**config.mk**
```make
export PLATFORM = sky130hd
export DESIGN_NAME = adc_seq_ctrl
export DESIGN_NICKNAME = d
export VERILOG_FILES = /design/src/rtl/adc_pkg.sv /design/src/rtl/adc_sclk_gen.sv /design/src/rtl/adc_seq_ctrl.sv
export SDC_FILE = /design/constraint.sdc
export NUM_CORES = 1
export LEC_CHECK = 0
export ABC_AREA = 1
export BUFFER_PORTS_ARGS = -buffer_cell sky130_fd_sc_hd__buf_4
export CAP_MARGIN = 20
export CORE_MARGIN = 3
export CORE_UTILIZATION = 55
export DETAILED_ROUTE_END_ITERATION = 16
export PLACE_DENSITY = 0.74
export SYNTH_ARGS = -nofsm -noshare
export SYNTH_HDL_FRONTEND = slang
export SYNTH_HIERARCHICAL = 1
export SYNTH_SLANG_ARGS = --single-unit
export TNS_END_PERCENT = 30
```
**constraint.sdc**
```tcl
create_clock -name CLOCK_50 -period 3.2 [get_ports CLOCK_50]
set_input_delay 0.48 -clock CLOCK_50 [delete_from_list [all_inputs] [get_ports CLOCK_50]]
set_output_delay 0.48 -clock CLOCK_50 [all_outputs]
set_load 0.01 [all_outputs]
```
**src/rtl/adc_pkg.sv**
```systemverilog
// Shared types, config-word constants and channel-scan helpers for the
// LTC2308-style ADC sequencer.
package adc_pkg;

   typedef enum logic [1:0] {
      ST_IDLE,
      ST_CONV,
      ST_SHIFT
   } state_t;

   localparam logic SD_SINGLE = 1'b1;
   localparam logic SLEEP_OFF = 1'b0;

   // Next set bit strictly above 'last', ascending, wrapping; returns 'last' for an empty mask.
   function automatic logic [2:0] next_ch(input logic [7:0] mask, input logic [2:0] last);
      logic [2:0] sel;
      logic [2:0] c;
      logic       found;
      sel   = last;
      found = 1'b0;
      for (int i = 1; i <= 8; i++) begin
         c = last + 3'(i);
         if (!found && mask[c]) begin
            sel   = c;
            found = 1'b1;
         end
      end
      return sel;
   endfunction

   // The ADC's channel field is odd/sign-select first, then the two upper channel bits.
   function automatic logic [5:0] cfg_word(input logic [2:0] ch, input logic uni);
      return {SD_SINGLE, ch[0], ch[2], ch[1], uni, SLEEP_OFF};
   endfunction

endpackage

```
**src/rtl/adc_sclk_gen.sv**
```systemverilog
// SPI serial-clock divider: SCLK idles low, toggles every CLK_DIV cycles while run is high,
// and flags the cycle whose closing edge moves SCLK up or down.
module adc_sclk_gen #(
   parameter int CLK_DIV = 2
) (
   input  logic clk,
   input  logic rst,
   input  logic run,
   output logic sclk,
   output logic rise,
   output logic fall
);

   localparam int DIV_W = (CLK_DIV > 1) ? $clog2(CLK_DIV) : 1;

   logic [DIV_W-1:0] cnt;
   logic             edge_due;

   assign edge_due = run && (cnt == DIV_W'(CLK_DIV - 1));
   assign rise     = edge_due && !sclk;
   assign fall     = edge_due && sclk;

   always_ff @(posedge clk) begin
      if (rst || !run) begin
         cnt  <= '0;
         sclk <= 1'b0;
      end else if (edge_due) begin
         cnt  <= '0;
         sclk <= !sclk;
      end else begin
         cnt <= cnt + 1'b1;
      end
   end

endmodule

```
**src/rtl/adc_seq_ctrl.sv**
```systemverilog
// Round-robin multi-channel sequencer for the SPI SAR ADC: one config word out and the
// previous frame's conversion in per CS_N-low window, tagged with its channel.
module adc_seq_ctrl
   import adc_pkg::*;
#(
   parameter int NUM_CH      = 8,
   parameter int DATA_W      = 12,
   parameter int CLK_DIV     = 2,
   parameter int CONV_CYCLES = 80,
   parameter bit UNIPOLAR    = 1'b1
) (
   input  logic              CLOCK_50,
   input  logic              RESET,
   input  logic              enable,
   input  logic              mode,
   input  logic              start,
   input  logic [NUM_CH-1:0] ch_mask,
   output logic              sample_valid,
   output logic [DATA_W-1:0] sample_data,
   output logic [2:0]        sample_ch,
   output logic              busy,
   output logic              ADC_CS_N,
   output logic              ADC_SCLK,
   output logic              ADC_DIN,
   input  logic              ADC_DOUT
);

   localparam int CONV_W = (CONV_CYCLES > 1) ? $clog2(CONV_CYCLES) : 1;
   localparam int BIT_W  = $clog2(DATA_W + 1);

   state_t            state;
   logic [CONV_W-1:0] conv_cnt;
   logic [BIT_W-1:0]  bit_cnt;
   logic [DATA_W-1:0] din_sr;
   logic [DATA_W-1:0] dout_sr;
   logic [2:0]        ptr;
   logic [2:0]        tag_p0;
   logic [2:0]        tag_p1;
   logic              primed;
   logic              cont;

   logic [7:0]        mask8;
   logic              mask_any;
   logic              run_ok;
   logic              conv_done;
   logic              shift_done;
   logic              sclk_rise;
   logic              sclk_fall;
   logic [2:0]        sel_ch;
   logic [DATA_W-1:0] cfg_frame;

   always_comb begin
      mask8               = '0;
      mask8[NUM_CH-1:0]   = ch_mask;
   end

   assign mask_any   = (mask8 != '0);
   assign run_ok     = enable && mask_any && (mode == cont);
   assign conv_done  = (conv_cnt == CONV_W'(CONV_CYCLES - 1));
   assign shift_done = sclk_fall && (bit_cnt == BIT_W'(DATA_W));

   // A primed scan continues past the last channel sent; a fresh scan starts at the pointer.
   assign sel_ch    = primed ? next_ch(mask8, tag_p0) : next_ch(mask8, ptr - 3'd1);
   assign cfg_frame = DATA_W'(cfg_word(sel_ch, UNIPOLAR)) << (DATA_W - 6);

   adc_sclk_gen #(
      .CLK_DIV (CLK_DIV)
   ) u_sclk (
      .clk  (CLOCK_50),
      .rst  (RESET),
      .run  (state == ST_SHIFT),
      .sclk (ADC_SCLK),
      .rise (sclk_rise),
      .fall (sclk_fall)
   );

   // Serial datapath: config bits leave on SCLK falls, result bits arrive on SCLK rises.
   always_ff @(posedge CLOCK_50) begin
      if (state == ST_CONV && conv_done) begin
         din_sr <= cfg_frame << 1;
      end else if (sclk_fall) begin
         din_sr <= din_sr << 1;
      end
      if (sclk_rise) begin
         dout_sr <= {dout_sr[DATA_W-2:0], ADC_DOUT};
      end
   end

   always_ff @(posedge CLOCK_50) begin
      if (RESET) begin
         state        <= ST_IDLE;
         conv_cnt     <= '0;
         bit_cnt      <= '0;
         ptr          <= 3'd0;
         tag_p0       <= 3'd0;
         tag_p1       <= 3'd0;
         primed       <= 1'b0;
         cont         <= 1'b0;
         ADC_CS_N     <= 1'b1;
         ADC_DIN      <= 1'b0;
         sample_valid <= 1'b0;
         sample_data  <= '0;
         sample_ch    <= 3'd0;
         busy         <= 1'b0;
      end else begin
         sample_valid <= 1'b0;
         case (state)
            ST_IDLE: begin
               if (enable && mask_any && (mode || start)) begin
                  state    <= ST_CONV;
                  cont     <= mode;
                  conv_cnt <= '0;
                  primed   <= 1'b0;
                  busy     <= 1'b1;
               end
            end

            ST_CONV: begin
               // CS_N is already high here, so stopping cannot truncate a frame.
               if (!run_ok) begin
                  state  <= ST_IDLE;
                  busy   <= 1'b0;
                  primed <= 1'b0;
                  if (primed) ptr <= tag_p0;
               end else if (conv_done) begin
                  state    <= ST_SHIFT;
                  ADC_CS_N <= 1'b0;
                  ADC_DIN  <= cfg_frame[DATA_W-1];
                  bit_cnt  <= '0;
                  tag_p0   <= sel_ch;
                  tag_p1   <= tag_p0;
               end else begin
                  conv_cnt <= conv_cnt + 1'b1;
               end
            end

            ST_SHIFT: begin
               if (sclk_rise) bit_cnt <= bit_cnt + 1'b1;
               if (shift_done) begin
                  ADC_CS_N <= 1'b1;
                  ADC_DIN  <= 1'b0;
                  conv_cnt <= '0;
                  if (primed) begin
                     sample_valid <= 1'b1;
                     sample_data  <= dout_sr;
                     sample_ch    <= tag_p1;
                  end
                  // Single-shot ends after its one read frame; continuous runs while allowed.
                  if (run_ok && (cont || !primed)) begin
                     state  <= ST_CONV;
                     primed <= 1'b1;
                  end else begin
                     state  <= ST_IDLE;
                     busy   <= 1'b0;
                     primed <= 1'b0;
                     ptr    <= tag_p0;
                  end
               end else if (sclk_fall) begin
                  ADC_DIN <= din_sr[DATA_W-1];
               end
            end

            default: state <= ST_IDLE;
         endcase
      end
   end

endmodule

```
# --- After elaboration in Yosys (flattened, before gate mapping) ---
# Cells that the tools add are included.
word_totals:
  ff_bits: 61
  latch_bits: 0
  ram_bits: 0
  rom_bits: 0
  input_bits: 14
  output_inout_bits: 20
  word_cells: 236
  n_memories: 0
classes:
  addsub: 18
  mul: 0
  div: 0
  n_lt_le_gt_ge: 16
  n_eq_ne: 16
  shifts: 0
  mux: 104
  bitwise_logic: 2
  n_reduce_logical: 61
ops:
  columns: ["operator", "count"]
  rows:
  - ["$lt 3x4->1 const B", 16]
  - ["$mux 3", 21]
  - ["$bmux 1 s3", 16]
  - ["$mux 1", 46]
  - ["$mux 7", 4]
  - ["$add 3x3->3 const B", 8]
  - ["$mux 12", 2]
  - ["$logic_and 1x1->1", 23]
  - ["$pmux 7 s3", 1]
  - ["$ne 2x2->1 const B", 9]
  - ["$logic_not 1->1", 17]
  - ["$reduce_and 4->1", 4]
  - ["$reduce_and 5->1", 3]
  - ["$add 3x2->3 const B", 4]
  - ["$mux 4", 3]
  - ["$reduce_and 3->1", 3]
  - ["$mux 2", 4]
  - ["$pmux 4 s2", 1]
  - ["$reduce_bool 8->1", 1]
  - ["$add 7x1->7 const B", 1]
  - ["$eq 7x7->1 const B", 1]
  - ["$add 3x1->3 const B", 2]
  - ["$ne 3x3->1 const B", 2]
  - ["$pmux 1 s3", 2]
  - ["18 further kinds", 23]

# --- Depth between registers and ports, before layout ---
depth:
  depth_word: 28
  depth_mapped: 24
  mapped_depth_nobuf: 21

# --- Hierarchy ---
# Netlist, hierarchy kept.
by_module_without_submodules:
  columns: ["module", "instances", "cells_per_inst", "area_each_um2", "seq_area_each_um2"]
  rows:
  - ["adc_seq_ctrl", 1, 572, 3941.3, 1331.3]
  - ["adc_sclk_gen", 1, 13, 90.1, 40.0]

# --- Worst setup path before layout ---
# No wires, ideal clock.
synth_path:
  path_kind: "register to register"
  from: "reg ptr[0]"
  to: "reg din_sr[9], data pin"
  setup_ns: 0.252
  arrival_ns: 2.359
  required_time_ns: 2.948
  path_slack_ns: 0.589
  stages_incl_launch_ff: 25
  n_path_buf: 4
  synth_period_minus_slack_ns: 2.611
  cell_sequence: "dfxtp_1 > buf_6 > inv_6 > buf_6 > ha_1 > buf_6 > inv_2 > buf_6 > nand2_1 > nand2_2 > nand2_1 > nand3_1 > nand2_2 > nor2_4 > nand4_4 > nor2_4 > nand3_1 > nand2_1 > inv_1 > nand2_1 > nand2_1 > nand3_1 > nand2_1 > nand2_1 > nand2_1"
synth_between:
  elab_chain_cells: 28
  word_cells_on_any_way: 55
  cone_classes: "8 x add/sub; 33 x mux; 14 x reduce/logical"
synth_rtl:
  columns: ["item", "line_no", "text"]
  rows:
  - ["start: declaration", "adc_seq_ctrl.sv:36", "logic [2:0] ptr;"]
  - ["start signal: assignment", "adc_seq_ctrl.sv:124", "if (primed) ptr <= tag_p0;"]
  - ["start signal: assignment", "adc_seq_ctrl.sv:156", "ptr <= tag_p0;"]
  - ["$sub 3x1->3 *", "adc_seq_ctrl.sv:63", "assign sel_ch = primed ? next_ch(mask8, tag_p0) : next_ch(mask8, ptr - 3'd1);"]
  - ["$add 3x1->3", "adc_pkg.sv:22", "c = last + 3'(i);"]
  - ["$bmux 1 s3", "adc_pkg.sv:23", "if (!found && mask[c]) begin"]
  - ["$mux 1 (not written as such)", "adc_pkg.sv:23", null]
  - ["$mux 1", "adc_pkg.sv:23", null]
  - ["$logic_not 1->1", "adc_pkg.sv:23", null]
  - ["$logic_and 1x1->1", "adc_pkg.sv:23", null]
  - ["$mux 1", "adc_pkg.sv:23", null]
  - ["(+12 left out)", null, null]
  - ["$logic_not 1->1", "adc_pkg.sv:23", null]
  - ["$logic_and 1x1->1", "adc_pkg.sv:23", null]
  - ["$mux 1", "adc_pkg.sv:23", null]
  - ["$logic_not 1->1", "adc_pkg.sv:23", null]
  - ["$logic_and 1x1->1", "adc_pkg.sv:23", null]
  - ["$mux 3 *", "adc_pkg.sv:23", null]
  - ["$mux 3 *", "adc_seq_ctrl.sv:63", null]
  - ["$mux 12 *", "adc_seq_ctrl.sv:79", "if (state == ST_CONV && conv_done) begin"]
  - ["end signal: assignment", "adc_seq_ctrl.sv:80", "din_sr <= cfg_frame << 1;"]
  - ["end signal: assignment", "adc_seq_ctrl.sv:82", "din_sr <= din_sr << 1;"]
  - ["end: declaration", "adc_seq_ctrl.sv:34", "logic [DATA_W-1:0] din_sr;"]
# Every way passes the cells marked *; elsewhere a longest branch is shown, timed or not. The select of a mux whose other input is x is not followed.
# A chain may end at the register's enable or synchronous reset.

# --- Final worst setup path ---
layout_path:
  from: "reg tag_p0[1]"
  to: "reg din_sr[9], data pin"
layout_between:
  elab_chain_cells: 27
  word_cells_on_any_way: 54
  cone_classes: "7 x add/sub; 33 x mux; 14 x reduce/logical"
layout_rtl:
  columns: ["item", "line_no", "text"]
  rows:
  - ["start: declaration", "adc_seq_ctrl.sv:37", "logic [2:0] tag_p0;"]
  - ["start signal: assignment", "adc_seq_ctrl.sv:130", "tag_p0 <= sel_ch;"]
  - ["$add 3x1->3", "adc_pkg.sv:22", null]
  - ["$bmux 1 s3", "adc_pkg.sv:23", null]
  - ["$mux 1 (not written as such)", "adc_pkg.sv:23", null]
  - ["$mux 1", "adc_pkg.sv:23", null]
  - ["$logic_not 1->1", "adc_pkg.sv:23", null]
  - ["$logic_and 1x1->1", "adc_pkg.sv:23", null]
  - ["$mux 1", "adc_pkg.sv:23", null]
  - ["$logic_not 1->1", "adc_pkg.sv:23", null]
  - ["(+11 left out)", null, null]
  - ["$logic_not 1->1", "adc_pkg.sv:23", null]
  - ["$logic_and 1x1->1", "adc_pkg.sv:23", null]
  - ["$mux 1", "adc_pkg.sv:23", null]
  - ["$logic_not 1->1", "adc_pkg.sv:23", null]
  - ["$logic_and 1x1->1", "adc_pkg.sv:23", null]
  - ["$mux 3 *", "adc_pkg.sv:23", null]
  - ["$mux 3 *", "adc_seq_ctrl.sv:63", null]
  - ["$mux 12 *", "adc_seq_ctrl.sv:79", null]
# Marks and branches as above.

==> qor.txt <==
Status -> finished clean
Post-synth net total -> 610
FMAX -> 0.350 GHz
VDD IR max -> 386 uV
Clk_skew -> 0.0132 ns
Placed cell area -> 0.00433 sq mm
Post-CTS Hold Fix Bufs -> 0
Clock sinks -> 61
Clock Latency Late Sink -> 0.34 ns
Quantity of gates resized following cts -> 0
Synthesized instance count -> 585
Final period util -> 89.4%
Num rows -> 30
Post-synthesis cell area -> 0.00403 sq mm
RSZ-0062 raised after global routing -> false
GRT overflow -> 0
Avg WL per Cell -> 12.6 um
First-pass GRT wire length -> 15900 um
Worst path cell trace -> inv_2, ha_1, inv_1, nand2_1, nand3_1, nand2_2, nor2_8, nand2_1, nor2_2, nand2_2, nor2_1, nor2_1, nand2_1, nand2_1, nand3_1, nand2_1, nand2_1, nand2_1
Initial DRC Count -> 200
DR vias/cell -> 5.17
EDFF count, synth -> 15
Setup crit start kind -> register
Nets -> 645
RePlAce Congestion -> 0.909
Setup-failing EPs final -> 0
Worst Tran Pin Value -> 0.522 ns
Synth warn -> 6
Die area -> 0.00839 sq mm
Die Ht -> 91.6 um
PD cells -> 485 mW/mm^2
Maxcap violations -> 0
DIE WIDTH -> 91.6 um
Commonest non-fill, non-tap cell in the layout -> nand2_1
Largest net degree at the start of global routing -> 20
Setup TNS -> 0 ns
ANT nets after route -> 0
Initial core utilization -> 58.1%
Crit path capture type -> register
CP Data Required Time -> 3.30 ns
Detailed Place HPWL -> 6840 um
WP data arrival -> 2.96 ns
Fillers -> 638
#FFs+latches synth -> 61
Sequential element share of the synthesized area -> 34.0%
CTS tree -> yes
Worst Hold Class -> in2reg
Highest-count cells in the layout ignoring fill and taps -> 156 x nand2_1, 66 x nor2_1, 63 x inv_1
Antenna violations before repair -> 0
First-pass DRT Iterations -> 4
DRT Wirelength -> 9110 um
Residual DRC count -> 0
Final period demand of the worst path -> 2.86 ns
Share of layout cells above drive strength 1 -> 18.1%
CP peak stage delay -> 0.55 ns
Fin. Hold Viols -> 0
Crit-path slowest cell -> dfxtp_1
Crit path max fanout -> 9
WS Path Type -> reg2reg
CP Buf/Inv Count -> 2
Design Area, Final -> 0.00454 sq mm
P_leak -> 2.17 nW
Vias in the first global route -> 3540
Gr usage total -> 22.8%
Worst relative slew slack -> 65.2%
Area Overhead vs Synth -> 12.6%
Core box area -> 0.00694 sq mm
Syn_area_per_cell -> 6.89 sq um
CP dominant cell by count -> nand2_1
Most used DFF post-synth -> dfxtp_1
IO Pins -> 34
Slew Viols, Final -> 0
I/O Buffers -> 33
# H-tree levels -> 3
Clock transition at path regs -> 0.07 ns
Root buffer cell -> clkbuf_8
Yosys cell types -> 45
N_diodes -> 0
CTS buffer count -> 9
Async SR Flop Fraction -> 0%
Delay-heaviest family, CP -> simple AND/OR/NAND/NOR gates
Setup bufs post-CTS -> 0
Clock buffer depth -> 2
Via count -> 3728
[path summary, 6_finish.rpt]
check / from / to / slack (ns) / cells past startpoint
worst min register to register: dout_sr[7] / dout_sr[8] / 0.44 / 0
worst min-delay path: ADC_DOUT / dout_sr[0] / 0.32 / 1
worst max register to register: tag_p0[1] / din_sr[9] / 0.34 / 18
worst max-delay path: tag_p0[1] / din_sr[9] / 0.34 / 18
[Yosys cell counts, drive strengths merged, types with 2 or more instances]
master,number,area (sq um)
nand2,179,739
inv,74,283
nor2,73,325
o21ai,49,264
dfxtp,46,921
nand3,46,260
a21oi,23,115
edfxtp,15,450
buf,11,108
ha,11,138
nand4,11,98.8
nor3,10,50.1
xor2,7,76.3
clkbuf,5,18.8
a211oi,3,22.5
o21a,3,22.5
or2,3,18.8
a22oi,2,15.0
a31oi,2,12.5
clkinv,2,7.51
xnor2,2,17.5
[through the flow]
step	cells	worst slack (ns)	power [mW]	util, %	hold WS (ns)
floorplan	585	0.589	1.33	-	0.420
global placement	705	0.424	1.44	62.3	0.431
detailed placement	705	0.378	1.45	62.3	0.435
CTS	721	0.353	2.20	65.4	0.315
global route	721	0.0196	2.32	65.4	0.312
finish	721	0.339	2.20	65.4	0.318
[flip-flops by register name, indices dropped and copies added (netlist names), 2 cells and up]
| register | cells |
|---|---|
| bit_cnt | 4 |
| conv_cnt | 7 |
| din_sr | 4 |
| dout_sr | 12 |
| ptr | 3 |
| sample_ch | 3 |
| sample_data | 12 |
| state | 2 |
| tag_p0 | 3 |
| tag_p1 | 3 |
[routing by layer]
layer  vias to the layer above  global-route usage (%)  share of wire (%)
li1                       1959                       -                  -
met1                      1692                    30.0                 48
met2                        67                    38.3                 47
met3                        10                    4.27                3.7
met4                         0                    6.16                1.2
met5                         -                       0                  0
[area by class of cell]
type	instances	area, sq um	area share, %
clock buffer	10	128	2.81
sequential	61	1370	30.2
multi-input combinational	432	2240	49.4
clock inverter	6	86.3	1.90
inverter	76	290	6.39
tap	96	120	2.65
timing repair buffer	40	300	6.62
[report_power, final]
| group | leakage (nW) | internal (mW) | switching, mW |
|---|---|---|---|
| Clock | 0.108 | 0.439 | 0.320 |
| Sequential | 0.506 | 0.811 | 0.0239 |
| Combinational | 1.55 | 0.203 | 0.403 |
[cell families after synthesis]
kind of cell               count (synthesis)  synth area share, %
and+or+nand+nor                          324                 37.4
AOI/OAI and AO/OA                         87                 12.3
xor gates and xnor gates                   9                 2.33
adders and majority gates                 11                 3.41
buffers and inverters                     92                 10.3
DFF                                       61                 34.0
muxes                                      1                0.248
(Power assumes the default switching activity.)
